## config.mk

```make
export PLATFORM = sky130hd
export DESIGN_NAME = pipelined_logic_tree
export DESIGN_NICKNAME = d
export VERILOG_FILES = /design/src/rtl/lt_pkg.sv /design/src/rtl/tree_level.sv /design/src/rtl/pipelined_logic_tree.sv
export SDC_FILE = /design/constraint.sdc
export NUM_CORES = 1
export LEC_CHECK = 0
export ABC_AREA = 1
export ABC_CLOCK_PERIOD_IN_PS = 1000
export CAP_MARGIN = 20
export CELL_PAD_IN_SITES_DETAIL_PLACEMENT = 0
export CELL_PAD_IN_SITES_GLOBAL_PLACEMENT = 1
export CORE_UTILIZATION = 30
export DETAILED_ROUTE_END_ITERATION = 8
export MAX_ROUTING_LAYER = met4
export PLACE_DENSITY_LB_ADDON = 0.1
export RECOVER_POWER = 50
export SYNTH_ARGS = -nofsm -noshare
export SYNTH_HDL_FRONTEND = slang
export SYNTH_SLANG_ARGS = --single-unit
```

## constraint.sdc

```tcl
create_clock -name clk -period 1 [get_ports clk]
set_input_delay 0.1 -clock clk [delete_from_list [all_inputs] [get_ports clk]]
set_output_delay 0.1 -clock clk [all_outputs]
set_load 0.02 [all_outputs]
```

## src/rtl/lt_pkg.sv

```systemverilog
// Shared definitions for the pipelined logic reduction tree:
// mode encodings and an elaboration-time log2 helper.
package lt_pkg;

    localparam logic [1:0] MODE_ALT     = 2'd0;
    localparam logic [1:0] MODE_AND_ALL = 2'd1;
    localparam logic [1:0] MODE_OR_ALL  = 2'd2;
    localparam logic [1:0] MODE_PARITY  = 2'd3;

    // Smallest n with 2**n >= value; used for the level count.
    function automatic int unsigned clog2(input int unsigned value);
        int unsigned result;
        result = 0;
        while ((64'd1 << result) < 64'(value)) begin
            result = result + 1;
        end
        return result;
    endfunction

endpackage

```

## src/rtl/tree_level.sv

```systemverilog
// One reduction level: combines adjacent bit pairs with the mode-selected
// operator and registers the result together with its valid bit and mode.
module tree_level
    import lt_pkg::*;
#(
    parameter int unsigned IN_W      = 2,
    parameter int unsigned LEVEL_IDX = 1
) (
    input  logic              clk,
    input  logic              rst_n,
    input  logic              advance,
    input  logic              in_valid,
    input  logic [IN_W-1:0]   in_data,
    input  logic [1:0]        in_mode,
    output logic              out_valid,
    output logic [IN_W/2-1:0] out_data,
    output logic [1:0]        out_mode
);

    localparam int unsigned OUT_W     = IN_W / 2;
    localparam bit          ODD_LEVEL = (LEVEL_IDX % 2) == 1;

    function automatic logic pair_op(input logic [1:0] m, input logic a, input logic b);
        case (m)
            MODE_ALT:     pair_op = ODD_LEVEL ? (a | b) : (a & b);
            MODE_AND_ALL: pair_op = a & b;
            MODE_OR_ALL:  pair_op = a | b;
            default:      pair_op = a ^ b;
        endcase
    endfunction

    logic [OUT_W-1:0] reduced;
    logic             valid_q;
    logic [OUT_W-1:0] data_q;
    logic [1:0]       mode_q;

    always_comb begin
        reduced = '0;
        for (int j = 0; j < OUT_W; j++) begin
            reduced[j] = pair_op(in_mode, in_data[2*j], in_data[2*j+1]);
        end
    end

    // Without advance the stage holds everything, which keeps the output stable under stall.
    always_ff @(posedge clk or negedge rst_n) begin
        if (!rst_n) begin
            valid_q <= 1'b0;
            data_q  <= '0;
            mode_q  <= '0;
        end else if (advance) begin
            valid_q <= in_valid;
            data_q  <= reduced;
            mode_q  <= in_mode;
        end
    end

    assign out_valid = valid_q;
    assign out_data  = data_q;
    assign out_mode  = mode_q;

endmodule

```

## src/rtl/pipelined_logic_tree.sv

```systemverilog
// Pipelined AND-then-reduce tree: leaf AND stage followed by log2(WIDTH)
// registered reduction levels, with valid/ready backpressure.
module pipelined_logic_tree
    import lt_pkg::*;
#(
    parameter int unsigned WIDTH = 8
) (
    input  logic             clk,
    input  logic             rst_n,
    input  logic             in_valid,
    output logic             in_ready,
    input  logic [WIDTH-1:0] x,
    input  logic [WIDTH-1:0] y,
    input  logic [1:0]       mode,
    output logic             out_valid,
    input  logic             out_ready,
    output logic             z,
    output logic [1:0]       out_mode
);

    localparam int unsigned LEVELS = clog2(WIDTH);
    // All stage data packed end to end: leaf at the bottom, final bit at the top.
    localparam int unsigned BUS_W  = 2 * WIDTH - 1;

    if ((WIDTH < 2) || ((WIDTH & (WIDTH - 1)) != 0)) begin : g_bad_width
        $error("pipelined_logic_tree: WIDTH must be a power of two and at least 2");
    end

    logic [BUS_W-1:0]      data_bus;
    logic [LEVELS:0]       stage_valid;
    logic [LEVELS:0]       advance;
    logic [LEVELS:0][1:0]  stage_mode;

    logic [WIDTH-1:0]      leaf_q;
    logic                  leaf_valid_q;
    logic [1:0]            leaf_mode_q;

    // A stage may load if the one after it moves or if it holds only a bubble.
    always_comb begin
        logic carry;
        advance = '0;
        carry   = out_ready;
        for (int k = LEVELS; k >= 0; k--) begin
            carry      = carry | ~stage_valid[k];
            advance[k] = carry;
        end
    end

    always_ff @(posedge clk or negedge rst_n) begin
        if (!rst_n) begin
            leaf_valid_q <= 1'b0;
            leaf_q       <= '0;
            leaf_mode_q  <= '0;
        end else if (advance[0]) begin
            leaf_valid_q <= in_valid;
            leaf_q       <= x & y;
            leaf_mode_q  <= mode;
        end
    end

    assign data_bus[WIDTH-1:0] = leaf_q;
    assign stage_valid[0]      = leaf_valid_q;
    assign stage_mode[0]       = leaf_mode_q;

    for (genvar k = 1; k <= LEVELS; k++) begin : g_level
        localparam int unsigned IN_W    = WIDTH >> (k - 1);
        localparam int unsigned IN_OFF  = 2 * WIDTH - 2 * IN_W;
        localparam int unsigned OUT_OFF = IN_OFF + IN_W;

        tree_level #(
            .IN_W      (IN_W),
            .LEVEL_IDX (k)
        ) u_level (
            .clk       (clk),
            .rst_n     (rst_n),
            .advance   (advance[k]),
            .in_valid  (stage_valid[k-1]),
            .in_data   (data_bus[IN_OFF +: IN_W]),
            .in_mode   (stage_mode[k-1]),
            .out_valid (stage_valid[k]),
            .out_data  (data_bus[OUT_OFF +: IN_W/2]),
            .out_mode  (stage_mode[k])
        );
    end

    assign in_ready  = advance[0];
    assign out_valid = stage_valid[LEVELS];
    assign out_mode  = stage_mode[LEVELS];
    assign z         = data_bus[BUS_W-1];

endmodule
```

==> run summary <==
status: complete, but fails checks
failing checks: setup timing
Crit-path slowest cell: dfrtp_2
clk_skew: 0.00561 ns
Hold Path Class: in -> reg
initial antenna violation count: 0
Slew headroom: 54.1%
Worst-path clk slew: 0.10 ns
RSZ-0062 raised after global routing: yes
Synth Net Count: 224
worst path buffer plus inverter count: 3
DR WL met3: 83 µm
CP Data Arrival Time: 1.42 ns
fin crit period: 1.25 ns
Sw Pwr: 1.02 mW
final worst slack: -0.253 ns
non-filler instance count after layout: 312
vias: 1327
CTS hold repair buffers: 0
kind of critical path: reg -> reg
CP Max Fanout: 5
ant diodes: 0
met1 wire length: 1330 µm
clk sinks: 27
fin crit share: 125%
Critical Path Max Stage Delay: 0.42 ns
Top cell by count, worst path: buf_6
Max Buffers Root-to-Sink: 2
CP top delay family: flip-flops
YS warnings: 0
# IOs: 27
via/cell ratio: 4.25
Crit. End Element: flop
Final Max Slew Viols: 0
largest cells by area after synthesis: dfrtp_1 (45%), nand2_1 (15%), ha_1 (12%)
top sig layer: met4
worst-path cell chain: buf_4, buf_6, nand3_4, nor2_4, buf_6, or2_4
area delta synth->final: 47.2%
Placer Congestion: 0.728
leakage: 1.20 nW
Core Area: 4790 µm²
share of power burned in registers: 45.6%
vias in the first global route: 1256
total track usage: 13.7%
die area: 5330 µm²
post-synthesis cell area: 1510 µm²
WHS: 0.294 ns
Fmax: 798 MHz
area leader, netlist: dfrtp_1
first-pass GRT wire length: 5440 µm
Seq/Total Area, Yosys: 44.7%
power per cell area: 1410 nW/µm²
final number of hold-violating endpoints: 0
Clock power frac: 20.0%
post-synthesis instance total: 188
worst vdd ir: 0.000503 V
Initial Utilization: 31.6%
Die Width: 73.0 µm
Layout Nets: 282
synth unique cells: 16
port buffer count: 26
# setup viols final: 27
Root Driver: clkbuf_8
GRT Residual Overflow: 0
area of the multi-input gates: 776 µm²
crit start category: flop
met2 routed WL: 1590 µm
Die Span Y: 73.0 µm
WL final: 3050 µm
wire per inst: 9.76 µm
Routed Antenna Nets: 0
layout cell share with drive strength beyond 1: 31.4%
First-pass DRT Iterations: 4
placed insts: 298
Sw Ratio: 32.5%
share of the synthesized area in the top cell type: 44.7%
# rows: 25
H-tree depth: 1
CTS tree: built
DRC Markers: 0
DP HPWL: 2240 µm
Syn Area/Cell: 8.04 µm²
cell internal pwr: 2.12 mW
Comb power frac: 34.4%
FF+latch area: 677 µm²
Clock Latency Late Sink: 0.27 ns
pin count of the biggest net entering global routing: 28
initial DRC count: 17
Tightest Pin Transition: 0.689 ns
Fillers: 500
WP data required: 1.17 ns
CTS buffer count: 3
Max Cap Viol: 0
Synth Register Bits: 27
==> cells in the mapped netlist, drive strengths merged <==
cell type,n
nor2,8
clkbuf,1
inv,32
nand4,1
nand2,62
buf,3
or2,6
nand3,27
ha,14
dfrtp,27
o21ai,5
nand3b,2
==> final cells by class <==
class                      count  share of cell area (%)
multi-input combinational    125                    34.9
sequential                    27                    30.4
timing repair buffer          57                    23.5
inverter                      32                    5.40
tap                           67                    3.77
clock buffer                   3                    1.86
clock inverter                 1                   0.225
==> final timing paths <==
check                                                      startpoint                                    endpoint  slack, ns  cells past startpoint
setup / recovery             g_level[3].u_level.out_valid$_DFFE_PN0P_    g_level[1].u_level.out_valid$_DFFE_PN0P_      -0.25                      6
hold / removal                                              out_ready     g_level[3].u_level.out_data$_DFFE_PN0P_       0.29                      5
setup reg to reg             g_level[3].u_level.out_valid$_DFFE_PN0P_    g_level[1].u_level.out_valid$_DFFE_PN0P_      -0.25                      6
hold reg to reg            g_level[1].u_level.out_data[3]$_DFFE_PN0P_  g_level[1].u_level.out_data[3]$_DFFE_PN0P_       0.51                      2
max in group asynchronous                                       rst_n    g_level[3].u_level.out_valid$_DFFE_PN0P_       0.21                      2
min in group asynchronous                                       rst_n  g_level[3].u_level.out_mode[0]$_DFFE_PN0P_       0.32                      2
==> flip-flops by register name (all words and copies together), names as in the netlist <==
name and cells:
g_level.u_level.out_valid 3, g_level.u_level.out_data 7, g_level.u_level.out_mode 6, leaf_q 8, leaf_valid_q 1, leaf_mode_q 2
==> stage by stage <==
step	TNS, ns	instance area, µm²	util (%)	worst slack (ns)	power, mW
floorplan	-1.97	1520	-	-0.151	1.94
finish	-4.25	2220	46.5	-0.253	3.14
global route	-6.19	2220	46.5	-0.327	3.40
detailed placement	-10.0	2000	41.8	-0.575	2.43
CTS	-4.37	2120	44.3	-0.291	3.12
global placement	-9.67	2000	41.8	-0.586	2.40
==> repair_timing <==
action                                  in CTS  in global routing
gates resized for setup                     37                 24
endpoints found under the setup margin      29                 27
cloned                                       1                  1
pin swaps                                   17                  9
setup buffers                                5                  5
==> cells by family (layout without fill, tap and decap cells) <==
logic type / count (synthesis) / in the layout / share of synthesized area [%]
simple gates: 106 / 106 / 32.0
fa+ha+maj: 14 / 14 / 11.6
compound gates: 5 / 5 / 1.66
buf+inv: 36 / 93 / 10.0
flops: 27 / 27 / 44.7
==> worst reg2reg max path: cells and delay by family (launching register included) <==
kind,cells,cell delay (ns)
buffers and inverters,3,0.38
DFF,1,0.42
and+or+nand+nor,3,0.35
==> power groups by stage <==
stage | combinational, mW | sequential, mW | clock, mW
after floorplan | 0.478 | 1.47 | 0
after global placement | 0.962 | 1.44 | 0
after detailed placement | 0.975 | 1.46 | 0
after CTS | 1.02 | 1.43 | 0.669
after global routing | 1.23 | 1.47 | 0.702
final | 1.08 | 1.43 | 0.629
==> routing by layer <==
metal / track usage [%] / up-vias
li1: - / 690
met1: 15.4 / 609
met2: 24.6 / 23
met3: 2.21 / 5
met4: 4.58 / 0
met5: - / -
==> cells in the final DEF, fill, tap and decap left out <==
cell type         n
nor2_2            1
nand3_4           1
or2_2             5
clkbuf_2          1
nor2_1            5
nand2_2          12
ha_1             14
buf_8             1
dfrtp_2           1
nand3_1          17
o21ai_1           2
inv_1            29
dfrtp_1          26
clkbuf_8          3
dlymetal6s2s_1    1
nand2_4           1
nand3b_1          2
or2_4             1
o21ai_2           1
o21ai_0           2
nor2_4            2
clkbuf_16         1
buf_6             7
clkinv_2          1
nand4_1           1
buf_4            22
buf_2             4
clkdlybuf4s50_1  20
nand2_1          49
inv_2             3
nand3_2           9
(Power assumes the default switching activity.)
